`src/rtl/hist_pkg.sv`:
```
// Shared constants and FSM encoding for the histogram read-out / center tracking block.
package hist_pkg;

  localparam int NUM_BINS   = 32;
  localparam int BIN_W      = 5;
  localparam int COUNT_W    = 20;
  localparam int CENTER_W   = 14;
  localparam int TOTAL_W    = 25;
  localparam int CENTER_MAX = (1 << CENTER_W) - 1;

  localparam logic [BIN_W-1:0] CENTER_BIN = BIN_W'(15);
  localparam logic [BIN_W-1:0] OVF_LO_BIN = BIN_W'(0);
  localparam logic [BIN_W-1:0] OVF_HI_BIN = BIN_W'(NUM_BINS - 1);

  typedef enum logic [4:0] {
    S_IDLE   = 5'b00001,
    S_SETTLE = 5'b00010,
    S_SWEEP  = 5'b00100,
    S_DRAIN  = 5'b01000,
    S_UPDATE = 5'b10000
  } state_t;

  // Move the center by the peak's offset from the middle bin, clamped to the center range.
  function automatic logic [CENTER_W-1:0] center_step(input logic [CENTER_W-1:0] c,
                                                      input logic [BIN_W-1:0] bin);
    int s;
    s = int'(c) + int'(bin) - int'(CENTER_BIN);
    if (s < 0) return '0;
    else if (s > CENTER_MAX) return CENTER_W'(CENTER_MAX);
    else return CENTER_W'(s);
  endfunction

endpackage

```
`src/rtl/hist_peak_acc.sv`:
```
// Tag-aligned datapath: pairs each RAM read sample with its address, sums all bins
// and tracks the first strictly-largest bin among the non-overflow bins.
module hist_peak_acc
  import hist_pkg::*;
#(
  parameter int RD_LAT = 2
) (
  input  logic               clk,
  input  logic               rst_n,
  input  logic               clear,
  input  logic               issue_valid,
  input  logic [BIN_W-1:0]   issue_addr,
  input  logic [COUNT_W-1:0] q_a,
  output logic               last_sample,
  output logic [TOTAL_W-1:0] total,
  output logic [BIN_W-1:0]   peak_bin,
  output logic [COUNT_W-1:0] peak_count
);

  logic             tag_v [RD_LAT];
  logic [BIN_W-1:0] tag_a [RD_LAT];
  logic             samp_v;
  logic [BIN_W-1:0] samp_a;
  logic             in_window;

  assign samp_v      = tag_v[RD_LAT-1];
  assign samp_a      = tag_a[RD_LAT-1];
  assign in_window   = (samp_a != OVF_LO_BIN) && (samp_a != OVF_HI_BIN);
  assign last_sample = samp_v && (samp_a == OVF_HI_BIN);

  // The tag leaves the last stage in the same cycle its RAM data appears on q_a.
  always_ff @(posedge clk or negedge rst_n) begin
    if (!rst_n) begin
      for (int i = 0; i < RD_LAT; i++) begin
        tag_v[i] <= 1'b0;
        tag_a[i] <= '0;
      end
    end else begin
      tag_v[0] <= issue_valid;
      tag_a[0] <= issue_addr;
      for (int i = 1; i < RD_LAT; i++) begin
        tag_v[i] <= tag_v[i-1];
        tag_a[i] <= tag_a[i-1];
      end
    end
  end

  always_ff @(posedge clk or negedge rst_n) begin
    if (!rst_n) begin
      total      <= '0;
      peak_bin   <= CENTER_BIN;
      peak_count <= '0;
    end else if (clear) begin
      total      <= '0;
      peak_bin   <= CENTER_BIN;
      peak_count <= '0;
    end else if (samp_v) begin
      total <= total + TOTAL_W'(q_a);
      // Strictly greater keeps the lowest bin on ties.
      if (in_window && (q_a > peak_count)) begin
        peak_bin   <= samp_a;
        peak_count <= q_a;
      end
    end
  end

endmodule

```
`src/rtl/hist_reader.sv`:
```
// Histogram read-out controller: on a trigger, pauses the writer, sweeps all bins,
// finds the peak and nudges center_val toward it. start/filled are only sampled in IDLE.
module hist_reader
  import hist_pkg::*;
#(
  parameter int RD_LAT       = 2,
  parameter int SETTLE       = 2,
  parameter int MIN_COUNT    = 64,
  parameter int INIT_CENTER  = 8192,
  parameter int AUTO_ON_FULL = 1
) (
  input  logic                clk,
  input  logic                rst_n,
  input  logic                start,
  input  logic                filled,
  input  logic [COUNT_W-1:0]  q_a,
  output logic                pause,
  output logic [BIN_W-1:0]    rdaddr,
  output logic [CENTER_W-1:0] center_val,
  output logic                busy,
  output logic                done,
  output logic [BIN_W-1:0]    peak_bin,
  output logic [COUNT_W-1:0]  peak_count,
  output logic [TOTAL_W-1:0]  total
);

  localparam int SC_W = (SETTLE > 1) ? $clog2(SETTLE) : 1;

  state_t           state, state_next;
  logic [SC_W-1:0]  settle_cnt, settle_cnt_next;
  logic [BIN_W-1:0] rdaddr_next;
  logic             trigger;
  logic             clear;
  logic             do_update;
  logic             last_sample;

  assign trigger = start | ((AUTO_ON_FULL != 0) & filled);

  // Decoded from the state register so reset drops pause without waiting for a clock.
  assign pause = (state != S_IDLE);
  assign busy  = (state != S_IDLE);

  always_ff @(posedge clk or negedge rst_n) begin
    if (!rst_n) begin
      state      <= S_IDLE;
      settle_cnt <= '0;
      rdaddr     <= '0;
      done       <= 1'b0;
      center_val <= CENTER_W'(INIT_CENTER);
    end else begin
      state      <= state_next;
      settle_cnt <= settle_cnt_next;
      rdaddr     <= rdaddr_next;
      done       <= do_update;
      if (do_update && (peak_count >= COUNT_W'(MIN_COUNT)))
        center_val <= center_step(center_val, peak_bin);
    end
  end

  always_comb begin
    state_next      = state;
    settle_cnt_next = settle_cnt;
    rdaddr_next     = rdaddr;
    clear           = 1'b0;
    do_update       = 1'b0;
    unique case (state)
      S_IDLE: begin
        rdaddr_next = '0;
        if (trigger) begin
          clear           = 1'b1;
          settle_cnt_next = '0;
          state_next      = (SETTLE == 0) ? S_SWEEP : S_SETTLE;
        end
      end
      S_SETTLE: begin
        if (settle_cnt == SC_W'(SETTLE - 1)) state_next = S_SWEEP;
        else settle_cnt_next = settle_cnt + SC_W'(1);
      end
      S_SWEEP: begin
        if (rdaddr == OVF_HI_BIN) state_next = S_DRAIN;
        else rdaddr_next = rdaddr + BIN_W'(1);
      end
      S_DRAIN: begin
        // Leave once the final bin's sample is being folded into the accumulator.
        if (last_sample) state_next = S_UPDATE;
      end
      S_UPDATE: begin
        do_update  = 1'b1;
        state_next = S_IDLE;
      end
      default: state_next = S_IDLE;
    endcase
  end

  hist_peak_acc #(
    .RD_LAT(RD_LAT)
  ) u_peak_acc (
    .clk        (clk),
    .rst_n      (rst_n),
    .clear      (clear),
    .issue_valid(state == S_SWEEP),
    .issue_addr (rdaddr),
    .q_a        (q_a),
    .last_sample(last_sample),
    .total      (total),
    .peak_bin   (peak_bin),
    .peak_count (peak_count)
  );

endmodule

```
`config.mk`:
```
export PLATFORM = sky130hd
export DESIGN_NAME = hist_reader
export DESIGN_NICKNAME = d
export VERILOG_FILES = /design/src/rtl/hist_pkg.sv /design/src/rtl/hist_peak_acc.sv /design/src/rtl/hist_reader.sv
export SDC_FILE = /design/constraint.sdc
export NUM_CORES = 1
export LEC_CHECK = 0
export ABC_AREA = 1
export CORE_MARGIN = 2
export CORE_UTILIZATION = 37
export DETAILED_ROUTE_END_ITERATION = 16
export PLACE_DENSITY = 0.58
export SLEW_MARGIN = 20
export SYNTH_ARGS = -nofsm -noshare
export SYNTH_HDL_FRONTEND = slang
export SYNTH_HIERARCHICAL = 1
export SYNTH_SLANG_ARGS = --single-unit
```
`constraint.sdc`:
```
create_clock -name clk -period 2.5 [get_ports clk]
set_clock_uncertainty 0.05 [all_clocks]
set_input_delay 0.375 -clock clk [delete_from_list [all_inputs] [get_ports clk]]
set_output_delay 0.375 -clock clk [all_outputs]
set_load 0.01 [all_outputs]
```
==> impl_metrics.csv <==
group,metric,value,unit
timing,fin_crit,2.38,ns
grt,groute.usage.overall,19.8,%
setup_path,path_cells,"inv_1 -> ha_1 -> inv_1 -> ha_2 -> inv_1 -> fa_2 -> o21ai_2 -> nand2_2 -> nand2_4 -> nand3_4 -> a21oi_4 -> buf_4 -> nand2_1 -> nand2_1",
setup_path,max_stage_delay,0.53,ns
setup_path,critPathRequiredTime,2.75,ns
clock_tree,clk_path_buf_depth,2,
place,dp_hpwl,14.7,mm
drt,drc,0,
clock_tree,cts_made_buffers,9,
run,drv_cap,0,
synth,netlist.area_leader.share,30.5,%
synth,synthTopCellsByCount,"nand2_1 (350), inv_1 (150), dfrtp_1 (82), ha_1 (61), nor2_1 (59)",
die,ioPinCount,96,
setup_path,cp.arrival,2.63,ns
timing,setup_ws,0.120,ns
synth,synth_warnings,6,
grt,antenna_found_initial,0,
synth,synth_cell_types,43,
clock_tree,cts_tree,"done",
timing,maxSlewHeadroom,52.0,%
drt,postRouteAntennaNets,0,
grt,grt_max_degree,53,
timing,tightest_slew,0.719,ns
pwr,power,6.16,mW
grt,first_global_vias,5850,
grt,grt_pass1_wl,30.7,mm
die,core,17900,sq um
setup_path,critPathLaunchType,"register",
timing,finalHoldViolations,0,
setup_path,crit_path_top_delay_cell,"dfstp_2",
final_layout,multiInputGateArea,3850,sq um
setup_path,cp_common_cell,"inv_1",
drt,first_pass_iters,6,
place,port_buffers,95,
synth,synth_area_leaders,"dfrtp_1 (31%), nand2_1 (20%), ha_1 (11%)",
clock_tree,h-tree-depth,3,
die,die_w,139,microns
worst_hold_path,hp-class,"reg -> reg",
final_layout,seqCellArea,2210,sq um
synth,ys_seq_area_share,32.9,%
synth,synthFlopType,"dfrtp_1",
setup_path,cp_max_fo,4,
die,floorplan.initialDensity,37.5,%
synth,yosys.area.top_type,"dfrtp_1",
synth,synth_edf_count,0,
timing,rsz0062_at_grt,"yes",
drt,vias,6356,
status,outcome,"complete, no violations",
grt,overflow,0,
timing,setup_viol,0,
die,die_h,139,microns
synth,avgSynthCellArea,7.02,sq um
synth,postSynth.asyncResetShare,100,%
synth,synth_area,6720,sq um
final_layout,drive_gt1_share,10.6,%
drt,via_per_inst,4.81,
pwr,leakagePower,4.42,nW
setup_path,end_kind,"register",
synth,syn_inst,958,
final_layout,antenna_cells,0,
timing,hold_slack,0.298,ns
synth,synth.most_common_cell,"nand2_1",
final_layout,n_fill_cell,1862,
synth,synth-seq-cells,88,
clock_tree,clk_pin_slew,0.07,ns
place,place_congestion,0.903,
synth,synth_nets,1045,
clock_tree,clockRootBuffer,"clkbuf_16",
timing,min_period_over_period,95.2,%
pwr,vdd_ir_drop_max,0.414,mV
place,dp_slack,-0.0255,ns
drt,first_iter_violations,423,
die,die_area,19300,sq um
drt,wirelength,19.1,mm
clock_tree,clock-sinks,88,
drt,wl_per_cell,14.5,microns
setup_path,path_class,"reg -> reg",
final_layout,final_nets,1174,
timing,drv_slew,0,
clock_tree,clock_latency,0.36,ns
timing,max_freq,420,MHz
die,core.rowCount,49,
final_layout,area_growth,26.9,%
pwr,pwr_density_cell,723,nW/um^2
## placed cells by master (no fill, tap or decap), types with 5 or more instances in the layout
master / n
inv_1: 150
nand2_2: 6
nand2_1: 349
clkdlybuf4s50_1: 94
nand4_1: 30
clkbuf_16: 9
buf_4: 35
dfstp_2: 6
nand3_2: 21
ha_1: 60
a21oi_1: 35
o21ai_0: 16
xor2_1: 7
and2_1: 5
dfrtp_1: 82
nor2_1: 58
xnor2_1: 11
nand3_1: 53
nand2_4: 5
inv_2: 5
or2_1: 5
## through the flow
stage / setup TNS, ns / util, % / std cells / cell area [sq um]
global placement: -0.00238 / 45.8 / 1303 / 8190
floorplan: 0 / - / 958 / 6720
CTS: 0 / 47.4 / 1320 / 8480
detailed placement: -0.0754 / 45.8 / 1303 / 8190
global route: -0.0385 / 47.6 / 1321 / 8530
finish: 0 / 47.6 / 1321 / 8530
## sequential cells by signal, summed over array words and instances, names as in the netlist
signal and flops:
center_val 14, u_peak_acc/total 25, u_peak_acc/peak_count 20, u_peak_acc/tag_v 1, u_peak_acc/samp_a 5, done 1
settle_cnt 1, state 5, u_peak_acc/samp_v 1, u_peak_acc/tag_a 5, u_peak_acc/peak_bin 5, rdaddr 5
## critical path: cells and delay by family, from the launching register on
kind / cells / cell delay, ns
fa+ha+maj: 3 / 0.68
flops: 1 / 0.53
compound gates: 2 / 0.39
simple gates: 5 / 0.36
buf+inv: 4 / 0.30
## area by class of cell
| class | count | share of cell area [%] |
|---|---|---|
| Clock inverter | 6 | 0.631 |
| Timing Repair Buffer | 136 | 15.4 |
| Inverter | 155 | 6.82 |
| Multi-Input combinational cell | 697 | 45.2 |
| Clock buffer | 10 | 2.68 |
| Tap cell | 229 | 3.36 |
| Sequential cell | 88 | 25.9 |
## cells by family after synthesis
group,after synthesis,share of synthesized area (%)
AND/OR/NAND/NOR,553,37.2
flip-flops,88,32.9
XOR/XNOR,18,2.35
multiplexers,1,0.149
AO/OA/AOI/OAI,61,5.08
adder cells (fa/ha/maj),63,12.0
buffers and inverters,174,10.4
## final timing paths
path | depth (start not counted) | endpoint | from | slack, ns
worst min-delay path | 0 | u_peak_acc/samp_v | u_peak_acc/tag_v[1] | 0.30
min in group asynchronous | 2 | center_val[9] | rst_n | 0.48
worst max register to register | 14 | center_val[2] | u_peak_acc/peak_bin[0] | 0.12
max in group asynchronous | 3 | u_peak_acc/peak_bin[1] | rst_n | 1.20
worst max-delay path | 14 | center_val[2] | u_peak_acc/peak_bin[0] | 0.12
worst min register to register | 0 | u_peak_acc/samp_v | u_peak_acc/tag_v[1] | 0.30
## what timing repair did
action                                 in CTS  in global routing
buffers inserted                            0                  0
setup endpoints to repair                   0                 15
endpoints found under the hold margin      35                  0
gates resized for setup                     0                  9
hold buffers                                1                  0
## routing by layer
layer	vias to the layer above	global-route usage, %	part of all wire [%]
li1	3278	-	-
met1	2921	29.7	51
met2	142	30.1	43
met3	15	3.28	4.7
met4	0	4.41	1.0
met5	-	0	0
## report_power, final
part           internal [mW]  leakage, nW  switching [mW]
clock network          0.691        0.135           0.650
logic                   1.19         3.09            1.76
registers               1.66         1.20           0.205
total                   3.55         4.42            2.61
Note: power is estimated with default switching activity, not from simulation.
